[src/rtl/pixel_shuffle_seq.sv]
// pixel_shuffle_seq: streams a depth-to-space shuffle of a channel-major tensor held in a
// synchronous-read buffer, as a raster-order valid/ready pixel stream through a 4-deep FIFO.
module pixel_shuffle_seq #(
    parameter int C          = 1,
    parameter int R          = 2,
    parameter int H          = 2,
    parameter int W          = 2,
    parameter int DATA_WIDTH = 8,
    parameter int ADDR_WIDTH = 16
) (
    input  logic                  clk,
    input  logic                  rst,
    input  logic                  start,
    output logic                  busy,
    output logic                  done,
    output logic                  rd_en,
    output logic [ADDR_WIDTH-1:0] rd_addr,
    input  logic [DATA_WIDTH-1:0] rd_data,
    output logic                  out_valid,
    input  logic                  out_ready,
    output logic [DATA_WIDTH-1:0] out_data,
    output logic                  out_last
);
    localparam logic [ADDR_WIDTH-1:0] CA = ADDR_WIDTH'(C);
    localparam logic [ADDR_WIDTH-1:0] RA = ADDR_WIDTH'(R);
    localparam logic [ADDR_WIDTH-1:0] HA = ADDR_WIDTH'(H);
    localparam logic [ADDR_WIDTH-1:0] WA = ADDR_WIDTH'(W);

    typedef enum logic [1:0] {S_IDLE, S_RUN, S_DRAIN, S_DONE} state_t;
    state_t state, state_n;

    logic [ADDR_WIDTH-1:0] c, h, r1, w, r2, addr;
    logic                  at_c, at_h, at_r1, at_w, at_r2, last_pix;
    logic                  issue, pend, rd_last, pend_last, push, pop;
    logic [DATA_WIDTH:0]   mem [4];
    logic [1:0]            wp, rp;
    logic [2:0]            cnt;
    logic [3:0]            reserved;

    assign at_r2    = r2 == RA - 1'b1;
    assign at_w     = w == WA - 1'b1;
    assign at_r1    = r1 == RA - 1'b1;
    assign at_h     = h == HA - 1'b1;
    assign at_c     = c == CA - 1'b1;
    assign last_pix = at_c & at_h & at_r1 & at_w & at_r2;
    assign addr     = ((c * RA * RA + r1 * RA + r2) * HA + h) * WA + w;

    assign out_valid = cnt != 3'd0;
    assign out_data  = out_valid ? mem[rp][DATA_WIDTH-1:0] : '0;
    assign out_last  = out_valid & mem[rp][DATA_WIDTH];
    assign pop       = out_valid & out_ready;
    assign push      = pend;
    // Slots already promised: queued beats plus reads still in the buffer pipeline, net of this pop.
    assign reserved  = {1'b0, cnt} + {3'b0, rd_en} + {3'b0, pend} - {3'b0, pop};
    assign busy      = state == S_RUN || state == S_DRAIN;
    assign done      = state == S_DONE;

    always_ff @(posedge clk)
        state <= rst ? S_IDLE : state_n;

    always_comb begin
        state_n = state;
        issue   = 1'b0;
        case (state)
            S_IDLE: if (start) begin
                issue   = 1'b1;
                state_n = last_pix ? S_DRAIN : S_RUN;
            end
            S_RUN: if (reserved < 4'd4) begin
                issue   = 1'b1;
                state_n = last_pix ? S_DRAIN : S_RUN;
            end
            S_DRAIN: state_n = (pop && out_last) ? S_DONE : S_DRAIN;
            default: state_n = S_IDLE;
        endcase
    end

    // Counters point at the next pixel to read; a finished job wraps them all back to zero.
    always_ff @(posedge clk) begin
        if (rst) begin
            {c, h, r1, w, r2} <= '0;
            rd_en     <= 1'b0;
            rd_addr   <= '0;
            rd_last   <= 1'b0;
            pend      <= 1'b0;
            pend_last <= 1'b0;
            wp        <= '0;
            rp        <= '0;
            cnt       <= '0;
        end else begin
            rd_en     <= issue;
            rd_last   <= issue & last_pix;
            pend      <= rd_en;
            pend_last <= rd_last;
            if (issue) begin
                rd_addr <= addr;
                r2 <= at_r2 ? '0 : r2 + 1'b1;
                w  <= at_r2 ? (at_w ? '0 : w + 1'b1) : w;
                r1 <= (at_r2 && at_w) ? (at_r1 ? '0 : r1 + 1'b1) : r1;
                h  <= (at_r2 && at_w && at_r1) ? (at_h ? '0 : h + 1'b1) : h;
                c  <= (at_r2 && at_w && at_r1 && at_h) ? (at_c ? '0 : c + 1'b1) : c;
            end
            if (push) begin
                mem[wp] <= {pend_last, rd_data};
                wp      <= wp + 1'b1;
            end
            if (pop)
                rp <= rp + 1'b1;
            cnt <= cnt + {2'b0, push} - {2'b0, pop};
        end
    end
endmodule

[config.mk]
export PLATFORM = sky130hd
export DESIGN_NAME = pixel_shuffle_seq
export DESIGN_NICKNAME = d
export VERILOG_FILES = /design/src/rtl/pixel_shuffle_seq.sv
export SDC_FILE = /design/constraint.sdc
export NUM_CORES = 1
export LEC_CHECK = 0
export ABC_CLOCK_PERIOD_IN_PS = 6500
export BUFFER_PORTS_ARGS = -buffer_cell sky130_fd_sc_hd__buf_2
export CORE_AREA = 2 2 142 144
export DETAILED_ROUTE_END_ITERATION = 6
export DIE_AREA = 0 0 144 146
export PLACE_DENSITY_LB_ADDON = 0.05
export SLEW_MARGIN = 30
export SYNTH_ARGS = -nofsm -noshare
export SYNTH_HDL_FRONTEND = slang
export SYNTH_SLANG_ARGS = --single-unit
[constraint.sdc]
create_clock -name clk -period 6.5 [get_ports clk]
set_input_delay 0.65 -clock clk [delete_from_list [all_inputs] [get_ports clk]]
set_output_delay 0.65 -clock clk [all_outputs]
set_load 0.02 [all_outputs]
---- After elaboration in Yosys (flattened, before gate mapping) ----
Memory sizes are Yosys's and may differ from the RTL's. A register that Yosys moved wholly into a read port is not among the register bits.
Index checks and enable logic that the tools add are counted.
operators by class
  equality and inequality tests ........... 9
  bitwise gates (word level) .............. 7
  multiplexer cells ....................... 19
  magnitude comparators ................... 1
  add/subtract/negate cells ............... 16
  reductions and logical operators ........ 13
operators with widths
  operator                                               number
  adder 16 x 1 -> 16 bit (second input constant)         5
  2-to-1 mux 16 bit                                      5
  equality test 16 x 1 -> 1 bit (second input constant)  4
  adder 14 bit                                           2
  adder 16 bit                                           1
  zero test 16 bit                                       1
  adder 15 bit                                           1
  2-to-1 mux 2 bit                                       5
  AND reduction 2 bit                                    5
  2-to-1 mux 8 bit                                       1
  bitwise AND 1 bit                                      7
  2-to-1 mux 1 bit                                       6
  case mux 2 bit (3 select lines)                        1
  adder 2 x 1 -> 2 bit (second input constant)           2
  adder 3 x 1 -> 4 bit                                   1
  adder 4 x 1 -> 4 bit                                   1
  equality test 2 bit (second input constant)            2
  logical AND 1 bit                                      4
  < comparator 4 x 3 -> 1 bit (second input constant)    1
  subtractor 4 x 1 -> 4 bit                              1
  adder 3 x 1 -> 3 bit                                   1
  nonzero test 3 bit                                     1
  subtractor 3 x 1 -> 3 bit                              1
  equality test 2 x 1 -> 1 bit (second input constant)   1
  other kinds (5)                                        5
storage, ports and cells
  memory bits (writable) .................. 36
  memories kept ........................... 1
  flip-flop bits (word level) ............. 109
  output and inout port bits .............. 29
  input bits .............................. 12
  logic and storage cells ................. 80
memories
  memory  words  bits a word  rd ports  clocked after memory_dff  wr ports  line  text
  mem     4      9            1         1                         1         35    logic [DATA_WIDTH:0] mem [4];

---- Depth between registers and ports, before layout ----
Gate-level depths: netlist of the first run.
  word-level depth ........................ 8
  gate-level depth with buffers ........... 25
  mapped depth without buffers ............ 24

---- Least setup slack after synthesis of the first run ----
Ideal clock, no wire load.
  kind .................................... reg2reg
  from .................................... reg c[0]
  to ...................................... reg rd_addr[15]
  arrival ................................. 4.490 ns
  stages on the path, launching flop included .. 25
  slack ................................... 1.931 ns
  period minus slack after synthesis ...... 4.569 ns
  setup time .............................. 0.079 ns
  path buffers ............................ 1
  required time ........................... 6.421 ns
  cell sequence ........................... dfxtp_1 fa_1 ha_1 inv_1 fa_1 nor2b_1 o21ai_0 a21boi_0 o21ai_0 a21oi_1 o21ai_0 a211o_1 o311ai_0 ha_1 clkbuf_1 nor2_1 and4_1 nor3_1 ha_1 nand2_1 nor2_1 a221o_1 nor3_1 nand2_1 o211ai_1
between the ends
  word-level cells in the longest chain between the ends .. 4
RTL lines
  what                       line  text
  start, declared            32    logic [ADDR_WIDTH-1:0] c, h, r1, w, r2, addr;
  start signal, assigned     101   c <= (at_r2 && at_w && at_r1 && at_h) ? (at_c ? '0 : c + 1'b1) : c;
  adder 14 bit (2 in a row)  46    assign addr = ((c * RA * RA + r1 * RA + r2) * HA + h) * WA + w;
  adder 15 bit               46
  adder 16 bit               46
  end signal, assigned       96    rd_addr <= addr;
  end, declared              17    output logic [ADDR_WIDTH-1:0] rd_addr,
Every way passes these cells.
A chain may end at the register's enable or synchronous reset.

---- Worst setup path after layout of the first run ----
Ends and elaborated chain as after synthesis.

==> out/qor.yml, run 1 <==
floorplan:
  io_pins: 41
  die-height_um: 146
  die_x_um: 144
  die-area_um2: 21000
  start_util_pct: 44.4
  coreArea_um2: 19300
  rows: 51
power_and_ir_drop:
  p_switching_uw: 821
  vdd_drop_max_mv: 0.168
  p_int_mw: 1.73
  p_per_area_nw_per_um2: 266
  p_sw_share_pct: 32.2
  clock_power_share_pct: 37.9
  p_seq_share_pct: 40.5
  leakage_nw: 3.74
  combPwrFrac_pct: 21.6
detailed_routing:
  viasPerCell: 5.24
  drt_wl_total_um: 19800
  ant_nets: 0
  drtPass1Iterations: 4
  wl_met3_um: 546
  drc_errors: 0
  route.met2.wl_um: 8820
  highest_layer: "met4"
  detail_route.wl_per_cell_um: 15.9
  via_count: 6513
  drt_iter0_drc: 353
  m1WireLength_um: 10200
timing:
  min_period_ns: 4.85
  final_max_slew_viol_count: 0
  hold_viol: 0
  maxSlewHeadroom_pct: 58.3
  setup_tns_ns: 0
  fin_ws_ns: 1.65
  worst_pin_slew_ns: 0.625
  skew_ns: 0.0115
  setup_viol: 0
  fin_crit_sh_pct: 74.6
  rsz0062_at_grt: "false"
  fmax_ghz: 0.206
yosys:
  ys_seq_area_share_pct: 38.5
  synth_edf_count: 36
  yosys.cell_types.count: 59
  synth_warnings: 0
  syn_nets: 1022
  syn_avg_cell_area_um2: 9.26
  synth_area_um2: 8580
  synth_ff_type: "dfxtp_1"
  ys_async_sr_fraction_pct: 0
  synthCells: 927
  yosys_register_bits: 147
cells_and_area:
  area_growth_pct: 11.7
  fillCellCount: 1886
  layout_common_cells: "111 x dfxtp_1, 103 x nor2_1, 81 x nand2_1"
  n_antenna_cell: 0
  layout_commonest_cell: "dfxtp_1"
  drive_gt1_share_pct: 10.2
  nNetsFinal: 1059
critical_path:
  crit_family: "adder cells"
  cp_cell_sequence: "fa_1, ha_1, inv_1, fa_1, nor2b_1, o21ai_0, a21boi_0, o21ai_0, a21oi_1, o21ai_0, a211o_1, o311ai_0, ha_1, nor2_1, and4_1, nor3_1, ha_1, nand2_1, nor2_1, a221o_1, nor3_1, nand2_1, o211ai_1"
  reg2regPathDepth: 23
  worstPathRequired_ns: 6.85
  startpoint_type: "register"
  cp_slowest_cell: "fa_1"
  crit_type: "reg -> reg"
  path_max_fanout: 8
  end_kind: "register"
  arrival_ns: 5.19
  worst-path-stages: 23
  crit_buf_inv: 1
  critPathMaxStageDelay_ns: 0.57
clock_network:
  cts-buffers-inserted: 17
  cts_setup_buffers: 0
  cts_max_path_buffers: 2
  cts_tree: "done"
  cts_resized: 0
  cts_hold_buf: 0
  path_clk_slew_ns: 0.07
  clockRootBuffer: "clkbuf_16"
  cts_max_level: 4
  cts_sinks: 147
  clk_latency_ns: 0.43
hold_path:
  min_delay_path_depth: 1
  hold_path.class: "reg -> reg"
grt:
  antenna_found_initial: 0
  grt_use_total_pct: 19.6
  grt_overflow_total: 0
  grt_pass1_wl_um: 32300
  grt_max_degree: 42
  grt_pass1_vias: 6152
run:
  max_cap_violations: 0
place:
  pre_cts_slack_ns: 1.67
  dp_hpwl_um: 14900
  place_congestion: 0.826
  numPortBuffers: 40
run_status:
  status: "complete, no violations"
==> power by group through the flow <==
| stage | sequential (mW) | combinational (mW) | clock, mW |
|---|---|---|---|
| final | 1.03 | 0.552 | 0.967 |
| after global routing | 1.04 | 0.623 | 1.02 |
| after CTS | 1.04 | 0.568 | 0.989 |
| after detailed placement | 1.06 | 0.564 | 0 |
| after global placement | 1.05 | 0.565 | 0 |
| after floorplan | 1.04 | 0.424 | 0 |
==> synth_stat cells (all sizes together) (2+ instances only) <==
| cell | n | share of area (%) |
|---|---|---|
| o21a | 7 | 0.61 |
| nand3b | 2 | 0.17 |
| o21bai | 3 | 0.26 |
| a21boi | 4 | 0.35 |
| nand4 | 20 | 1.8 |
| inv | 50 | 2.2 |
| nor4 | 21 | 1.7 |
| fa | 15 | 3.5 |
| and4 | 8 | 0.82 |
| nor2 | 103 | 4.5 |
| a211oi | 8 | 0.70 |
| mux4 | 9 | 2.4 |
| a211o | 3 | 0.31 |
| a31oi | 4 | 0.29 |
| ha | 68 | 9.9 |
| nand3 | 29 | 1.7 |
| dfxtp | 111 | 26 |
| xor2 | 33 | 3.4 |
| and3 | 18 | 1.4 |
| or3 | 23 | 1.7 |
| a311oi | 2 | 0.20 |
| edfxtp | 36 | 13 |
| or2 | 2 | 0.15 |
| nor3 | 33 | 2.0 |
| o21ai | 42 | 2.4 |
| xnor2 | 55 | 5.6 |
| nand2b | 3 | 0.22 |
| nor2b | 7 | 0.51 |
| a21oi | 56 | 3.3 |
| nor3b | 2 | 0.17 |
| nor4b | 6 | 0.76 |
| a21o | 10 | 0.87 |
| buf | 12 | 0.90 |
| o211ai | 2 | 0.17 |
| mux2i | 3 | 0.35 |
| nand2 | 81 | 3.5 |
| clkbuf | 13 | 0.57 |
| and2 | 12 | 0.90 |
==> flip-flops by register name (all words and copies together), names as in the netlist, 3 cells and up, named ones only <==
signal,count
rd_addr,16
r1,16
cnt,3
h,16
mem,36
c,16
r2,16
w,16
==> stage by stage <==
stage | hold slack, ns | utilization [%] | cell area (um^2) | power, mW | cells
after global placement | 0.423 | 46.6 | 9020 | 1.62 | 1210
final | 0.442 | 49.6 | 9590 | 2.55 | 1242
after global routing | 0.438 | 49.6 | 9590 | 2.69 | 1242
after detailed placement | 0.431 | 46.6 | 9020 | 1.62 | 1210
after CTS | 0.422 | 49.6 | 9590 | 2.59 | 1242
after floorplan | 0.414 | - | 8580 | 1.47 | 927
==> cell families after synthesis <==
group	Yosys count	share of synthesized area (%)
adders and majority gates	83	13.4
and+or+nand+nor	372	22.2
buffers and inverters	75	3.66
AOI/OAI and AO/OA	150	10.6
xor gates and xnor gates	88	8.98
DFF	147	38.5
muxes	12	2.71
==> layout make-up <==
type	count	area, um^2	area share [%]
clock buffers	17	425	4.44
clock inverters	15	145	1.51
inverters	50	188	1.96
multi-input cells	705	4970	51.9
flip-flops and latches	147	3300	34.5
well taps	265	332	3.46
repair buffers	43	223	2.32
==> final timing paths <==
check / from / endpoint / slack, ns
max: c[0] / rd_addr[15] / 1.65
min: rd_last / pend_last / 0.44
max reg2reg: c[0] / rd_addr[15] / 1.65
min reg2reg: rd_last / pend_last / 0.44
==> per-layer routing <==
layer	track usage, %	vias to the layer above
li1	-	3354
met1	28.3	3066
met2	30.0	77
met3	3.26	16
met4	5.59	0
met5	0	-
Power figures use the tool's default switching activity.
==> inputs of run 2 (changes only) <==
--- a/config.mk
+++ b/config.mk
@@ -5,7 +5,7 @@
 export SDC_FILE = /design/constraint.sdc
 export NUM_CORES = 1
 export LEC_CHECK = 0
-export ABC_CLOCK_PERIOD_IN_PS = 6500
+export ABC_CLOCK_PERIOD_IN_PS = 5000
 export BUFFER_PORTS_ARGS = -buffer_cell sky130_fd_sc_hd__buf_2
 export CORE_AREA = 2 2 142 144
 export DETAILED_ROUTE_END_ITERATION = 6
==> constraint.sdc (replaced) <==
create_clock -name clk -period 5 [get_ports clk]
set_input_delay 0.5 -clock clk [delete_from_list [all_inputs] [get_ports clk]]
set_output_delay 0.5 -clock clk [all_outputs]
set_load 0.02 [all_outputs]
==> out/qor.yml, run 2 (synthesized netlist as in run 1, its figures left out) <==
grt:
  grt_overflow_total: 0  # unchanged
  grt_max_degree: 23  # was 42
  antenna_found_initial: 0  # unchanged
  grt_pass1_vias: 6105  # was 6152
  grt_use_total_pct: 19.5  # was 19.6%
  grt_pass1_wl_um: 32100  # was 32300 um
detailed_routing:
  detail_route.wl_per_cell_um: 15.7  # was 15.9 um
  via_count: 6533  # was 6513
  drtPass1Iterations: 4  # unchanged
  drc_errors: 0  # unchanged
  drt_wl_total_um: 19600  # was 19800 um
  drt_iter0_drc: 356  # was 353
  viasPerCell: 5.23  # was 5.24
  ant_nets: 0  # unchanged
timing:
  maxSlewHeadroom_pct: 59.7  # was 58.3%
  min_period_ns: 4.67  # was 4.85 ns
  rsz0062_at_grt: "false"  # unchanged
  final_max_slew_viol_count: 0  # unchanged
  worst_pin_slew_ns: 0.604  # was 0.625 ns
  fin_crit_sh_pct: 93.4  # was 74.6%
  hold_viol: 0  # unchanged
  setup_viol: 0  # unchanged
  fmax_ghz: 0.214  # was 0.206 GHz
  skew_ns: 0.0124  # was 0.0115 ns
  setup_tns_ns: 0  # unchanged
cells_and_area:
  n_antenna_cell: 0  # unchanged
  drive_gt1_share_pct: 11.2  # was 10.2%
  fillCellCount: 1865  # was 1886
  layout_common_cells: "111 x dfxtp_1, 103 x nor2_1, 81 x nand2_1"  # unchanged
  nNetsFinal: 1067  # was 1059
  largest_reg_flops: 36  # unchanged
  top_register: "mem"  # unchanged
  layout_commonest_cell: "dfxtp_1"  # unchanged
  area_growth_pct: 12.7  # was 11.7%
place:
  place_congestion: 0.855  # was 0.826
  dp_hpwl_um: 15000  # was 14900 um
  numPortBuffers: 40  # unchanged
clock_network:
  cts-buffers-inserted: 17  # unchanged
  cts_tree: "done"  # unchanged
  cts_max_path_buffers: 2  # unchanged
  clockRootBuffer: "clkbuf_16"  # unchanged
  clk_latency_ns: 0.44  # was 0.43 ns
  path_clk_slew_ns: 0.07  # about the same
  cts_sinks: 147  # unchanged
  cts_max_level: 4  # unchanged
  cts_hold_buf: 0  # unchanged
floorplan:
  die_x_um: 144  # unchanged
  start_util_pct: 44.4  # unchanged
  coreArea_um2: 19300  # unchanged
  rows: 51  # unchanged
  die-height_um: 146  # unchanged
  io_pins: 41  # unchanged
  die-area_um2: 21000  # unchanged
power_and_ir_drop:
  p_switching_mw: 1.10  # was 821 uW
  combPwrFrac_pct: 21.8  # was 21.6%
  p_sw_share_pct: 32.6  # was 32.2%
  p_per_area_nw_per_um2: 347  # was 266 nW/um^2
  p_int_mw: 2.27  # was 1.73 mW
  leakage_nw: 3.80  # was 3.74 nW
  p_seq_share_pct: 39.9  # was 40.5%
  vdd_drop_max_mv: 0.216  # was 0.168 mV
  clock_power_share_pct: 38.2  # was 37.9%
  fin_total_pwr_mw: 3.36  # was 2.55 mW
run_status:
  status: "complete, no violations"  # unchanged
critical_path:
  arrival_ns: 5.02  # was 5.19 ns
  worstPathRequired_ns: 5.35  # was 6.85 ns
  startpoint_type: "register"  # unchanged
  path_max_fanout: 7  # was 8
  crit_type: "reg -> reg"  # unchanged
  end_kind: "register"  # unchanged
run:
  max_cap_violations: 0  # unchanged
hold_path:
  hold_path.class: "in -> reg"  # was reg -> reg
[run 2: area by class of cell]
class / instances / area (um^2) / share of cell area, %
multi-input combinational: 705 / 4980 / 51.4
timing repair buffer: 51 / 283 / 2.92
inverter: 50 / 188 / 1.94
sequential: 147 / 3300 / 34.1
clock inverter: 15 / 166 / 1.72
clock buffer: 17 / 425 / 4.40
tap: 265 / 332 / 3.43
[run 2: routing by layer]
layer,wire length (um),track usage (%)
met5,0,0
met3,815,3.75
met1,9750,27.8
met4,236,5.15
met2,8800,30.1
[run 2: repair_timing]
action                                  in CTS  in global routing
buffers inserted                             0                  1
endpoints found under the setup margin       0                  1
gates resized for setup                      0                  3
[run 2: final timing paths]
path                   start     endpoint  slack [ns]  cells past startpoint
setup / recovery       r1[1]  rd_addr[15]        0.33                     23
hold reg to reg      rd_last    pend_last        0.44                      1
hold / removal    rd_data[7]    mem[1][7]        0.29                      1
setup reg to reg       r1[1]  rd_addr[15]        0.33                     23
[run 2: critical path, stage by stage (launching register included)]
cell	delay, ns
dfxtp_1	0.35
fa_1	0.52
ha_1	0.18
inv_1	0.06
fa_1	0.40
nor2b_1	0.13
o21ai_0	0.10
a21boi_1	0.17
o21ai_0	0.12
a21oi_1	0.19
o21ai_0	0.12
a211o_1	0.31
o311ai_1	0.09
ha_1	0.35
nor2_1	0.16
and4_1	0.20
nor3_1	0.06
ha_1	0.34
nand2_1	0.09
nor2_1	0.04
a221o_1	0.33
nor3_1	0.13
nand2_1	0.07
o211ai_1	0.09
[run 2: power by group through the flow]
stage               combinational (mW)  clock [mW]  sequential [mW]
floorplan                        0.551           0             1.35
global placement                 0.743           0             1.37
detailed placement               0.740           0             1.37
CTS                              0.745        1.32             1.34
global route                     0.821        1.37             1.35
finish                           0.734        1.29             1.34
[run 2: metrics by stage]
step	cell area [um^2]	instances	setup WS (ns)	hold WS, ns	utilization, %
5_1_grt	9670	1250	0.0107	0.272	50.0
4_1_cts	9660	1249	0.216	0.268	50.0
6_report	9670	1250	0.329	0.286	50.0
3_5_place_dp	9070	1217	0.239	0.431	46.9
3_3_place_gp	9070	1217	0.299	0.419	46.9
2_1_floorplan	8580	927	0.431	0.414	-
==> inputs of run 3 (changes only) <==
--- a/config.mk
+++ b/config.mk
@@ -5,11 +5,12 @@
 export SDC_FILE = /design/constraint.sdc
 export NUM_CORES = 1
 export LEC_CHECK = 0
+export ABC_AREA = 1
 export ABC_CLOCK_PERIOD_IN_PS = 5000
 export BUFFER_PORTS_ARGS = -buffer_cell sky130_fd_sc_hd__buf_2
-export CORE_AREA = 2 2 142 144
+export CORE_AREA = 2 2 153 155
 export DETAILED_ROUTE_END_ITERATION = 6
-export DIE_AREA = 0 0 144 146
+export DIE_AREA = 0 0 155 157
 export PLACE_DENSITY_LB_ADDON = 0.05
 export SLEW_MARGIN = 30
 export SYNTH_ARGS = -nofsm -noshare
==> out/qor.yml, run 3 <==
floorplan:
  rows: 55  # was 51
  coreArea_um2: 22500  # was 19300 um^2
  start_util_pct: 44.7  # was 44.4%
  die_x_um: 155  # was 144 um
  die-height_um: 157  # was 146 um
  io_pins: 41  # unchanged
  die-area_um2: 24300  # was 21000 um^2
timing:
  hold_slack_ns: 0.281  # was 0.286 ns
  worst_pin_slew_ns: 0.977  # was 0.604 ns
  min_period_ns: 4.51  # was 4.67 ns
  skew_ns: 0.00987  # was 0.0124 ns
  fin_crit_sh_pct: 90.2  # was 93.4%
  fmax_ghz: 0.222  # was 0.214 GHz
  setup_viol: 0  # unchanged
  maxSlewHeadroom_pct: 34.9  # was 59.7%
  rsz0062_at_grt: "false"  # unchanged
  final_max_slew_viol_count: 0  # unchanged
  setup_tns_ns: 0  # unchanged
  hold_viol: 0  # unchanged
clock_network:
  cts_hold_buf: 0  # unchanged
  path_clk_slew_ns: 0.07  # about the same
  cts_sinks: 147  # unchanged
  cts_setup_buffers: 0  # unchanged
  clockRootBuffer: "clkbuf_16"  # unchanged
  cts-buffers-inserted: 17  # unchanged
  cts_tree: "done"  # unchanged
  cts_max_path_buffers: 2  # unchanged
  cts_max_level: 4  # unchanged
  cts_resized: 0  # unchanged
  clk_latency_ns: 0.43  # was 0.44 ns
cells_and_area:
  drive_gt1_share_pct: 8.30  # was 11.2%
  largest_reg_flops: 36  # unchanged
  fin_cells: 1695  # was 1250
  final_core_util_pct: 49.3  # was 50.0%
  area_growth_pct: 10.4  # was 12.7%
  top_register: "mem"  # unchanged
  layout_commonest_cell: "nand2_1"  # was dfxtp_1
  multi_input_area_um2: 5980  # was 4980 um^2
  regArea_um2: 3300  # unchanged
  layout_common_cells: "273 x nand2_1, 143 x nor2_1, 132 x a21oi_1"  # was 111 x dfxtp_1, 103 x nor2_1, 81 x nand2_1
  fillCellCount: 2280  # was 1865
  nNetsFinal: 1492  # was 1067
  n_antenna_cell: 0  # unchanged
detailed_routing:
  ant_nets: 0  # unchanged
  detail_route.wl_per_cell_um: 14.9  # was 15.7 um
  drc_errors: 0  # unchanged
  viasPerCell: 5.20  # was 5.23
  drt_wl_total_um: 25300  # was 19600 um
  drt_iter0_drc: 530  # was 356
  via_count: 8809  # was 6533
  drtPass1Iterations: 5  # was 4
yosys:
  synth_top_area_cell: "dfxtp_1"  # unchanged
  synth.most_common_cell: "nand2_1"  # was dfxtp_1
  synth_area_um2: 10100  # was 8580 um^2
  yosys.cell_types.count: 36  # was 59
  ys_async_sr_fraction_pct: 0  # unchanged
  syn_nets: 1468  # was 1022
  synth_ff_type: "dfxtp_1"  # unchanged
  synth_top_area_share_pct: 22.1  # was 25.9%
  ys_seq_area_share_pct: 32.9  # was 38.5%
  synth_warnings: 0  # unchanged
  synth_top_cells_by_count: "274 x nand2_1, 143 x nor2_1, 133 x a21oi_1"  # was 111 x dfxtp_1, 103 x nor2_1, 81 x nand2_1
  synth_edf_count: 36  # unchanged
  syn_avg_cell_area_um2: 7.32  # was 9.26 um^2
  ys_top_cells_by_area: "dfxtp_1 22%, edfxtp_1 11%, nand2_1 10%"  # was dfxtp_1 26%, edfxtp_1 13%, ha_1 9.9%
  synthCells: 1373  # was 927
  yosys_register_bits: 147  # unchanged
critical_path:
  crit_type: "reg -> reg"  # unchanged
  arrival_ns: 4.83  # was 5.02 ns
  cp_slowest_cell: "fa_1"  # unchanged
  startpoint_type: "register"  # unchanged
  reg2regPathDepth: 25  # was 23
  path_max_fanout: 7  # unchanged
  end_kind: "register"  # unchanged
  worstPathRequired_ns: 5.32  # was 5.35 ns
  critPathMaxStageDelay_ns: 0.56  # was 0.52 ns
grt:
  grt_max_degree: 83  # was 23
  grt_pass1_vias: 8371  # was 6105
  grt_pass1_wl_um: 42000  # was 32100 um
  antenna_found_initial: 0  # unchanged
  grt_use_total_pct: 21.5  # was 19.5%
  grt_overflow_total: 0  # unchanged
power_and_ir_drop:
  vdd_drop_max_mv: 0.212  # was 0.216 mV
  fin_total_pwr_mw: 3.82  # was 3.36 mW
  p_per_area_nw_per_um2: 345  # was 347 nW/um^2
  leakage_nw: 4.62  # was 3.80 nW
hold_path:
  hold_path.class: "in -> reg"  # unchanged
  min_delay_path_depth: 1  # unchanged
run:
  max_cap_violations: 0  # unchanged
place:
  place_inst: 1663  # was 1217
  dp_hpwl_um: 18700  # was 15000 um
  place_congestion: 0.864  # was 0.855
  numPortBuffers: 40  # unchanged
run_status:
  status: "complete, no violations"  # unchanged
-- run 3: final cells by class --
type	count	share of cell area (%)
Clock buffer	18	3.96
Clock inverter	14	1.69
Inverter	150	5.07
Multi-Input combinational cell	1033	53.9
Sequential cell	147	29.8
Tap cell	285	3.21
Timing Repair Buffer	48	2.35
-- run 3: cells by family after synthesis --
logic type,count (synthesis),share of synthesized area (%)
fa+ha+maj,83,11.5
buf+inv,193,7.75
simple gates,663,30.0
flops,147,32.9
xor+xnor,87,7.58
compound gates,200,10.4
-- run 3: power by group --
| group | switching [mW] | internal, mW | leakage, nW |
|---|---|---|---|
| logic | 0.739 | 0.311 | 3.09 |
| clock network | 0.589 | 0.777 | 0.308 |
| registers | 0.0870 | 1.32 | 1.22 |
-- run 3: final timing paths --
kind | start | to | slack (ns)
worst max-delay path | c[0] | rd_addr[14] | 0.49
worst min-delay path | rd_data[7] | mem[3][7] | 0.28
worst max register to register | c[0] | rd_addr[14] | 0.49
worst min register to register | rd_last | pend_last | 0.42
-- run 3: worst max-delay path, delay by kind of cell, from the launching register on --
family | cells | cell delay (ns)
DFF | 1 | 0.39
adders and majority gates | 5 | 1.77
buffers and inverters | 4 | 0.23
AOI/OAI and AO/OA | 6 | 0.80
xor gates and xnor gates | 3 | 0.52
and+or+nand+nor | 7 | 0.68
-- run 3: per-layer routing --
layer	up-vias	global-route usage [%]	wire length, um
met4	0	6.61	457
li1	4621	-	-
met1	4021	28.7	12400
met2	137	35.4	11500
met3	30	3.69	888
met5	-	0	0
-- run 3: metrics by stage --
step           worst slack [ns]  area, um^2
6_report                  0.491       11100
5_1_grt                  0.0354       11100
4_1_cts                   0.270       11100
3_5_place_dp              0.283       10500
3_3_place_gp              0.335       10500
2_1_floorplan             0.691       10100
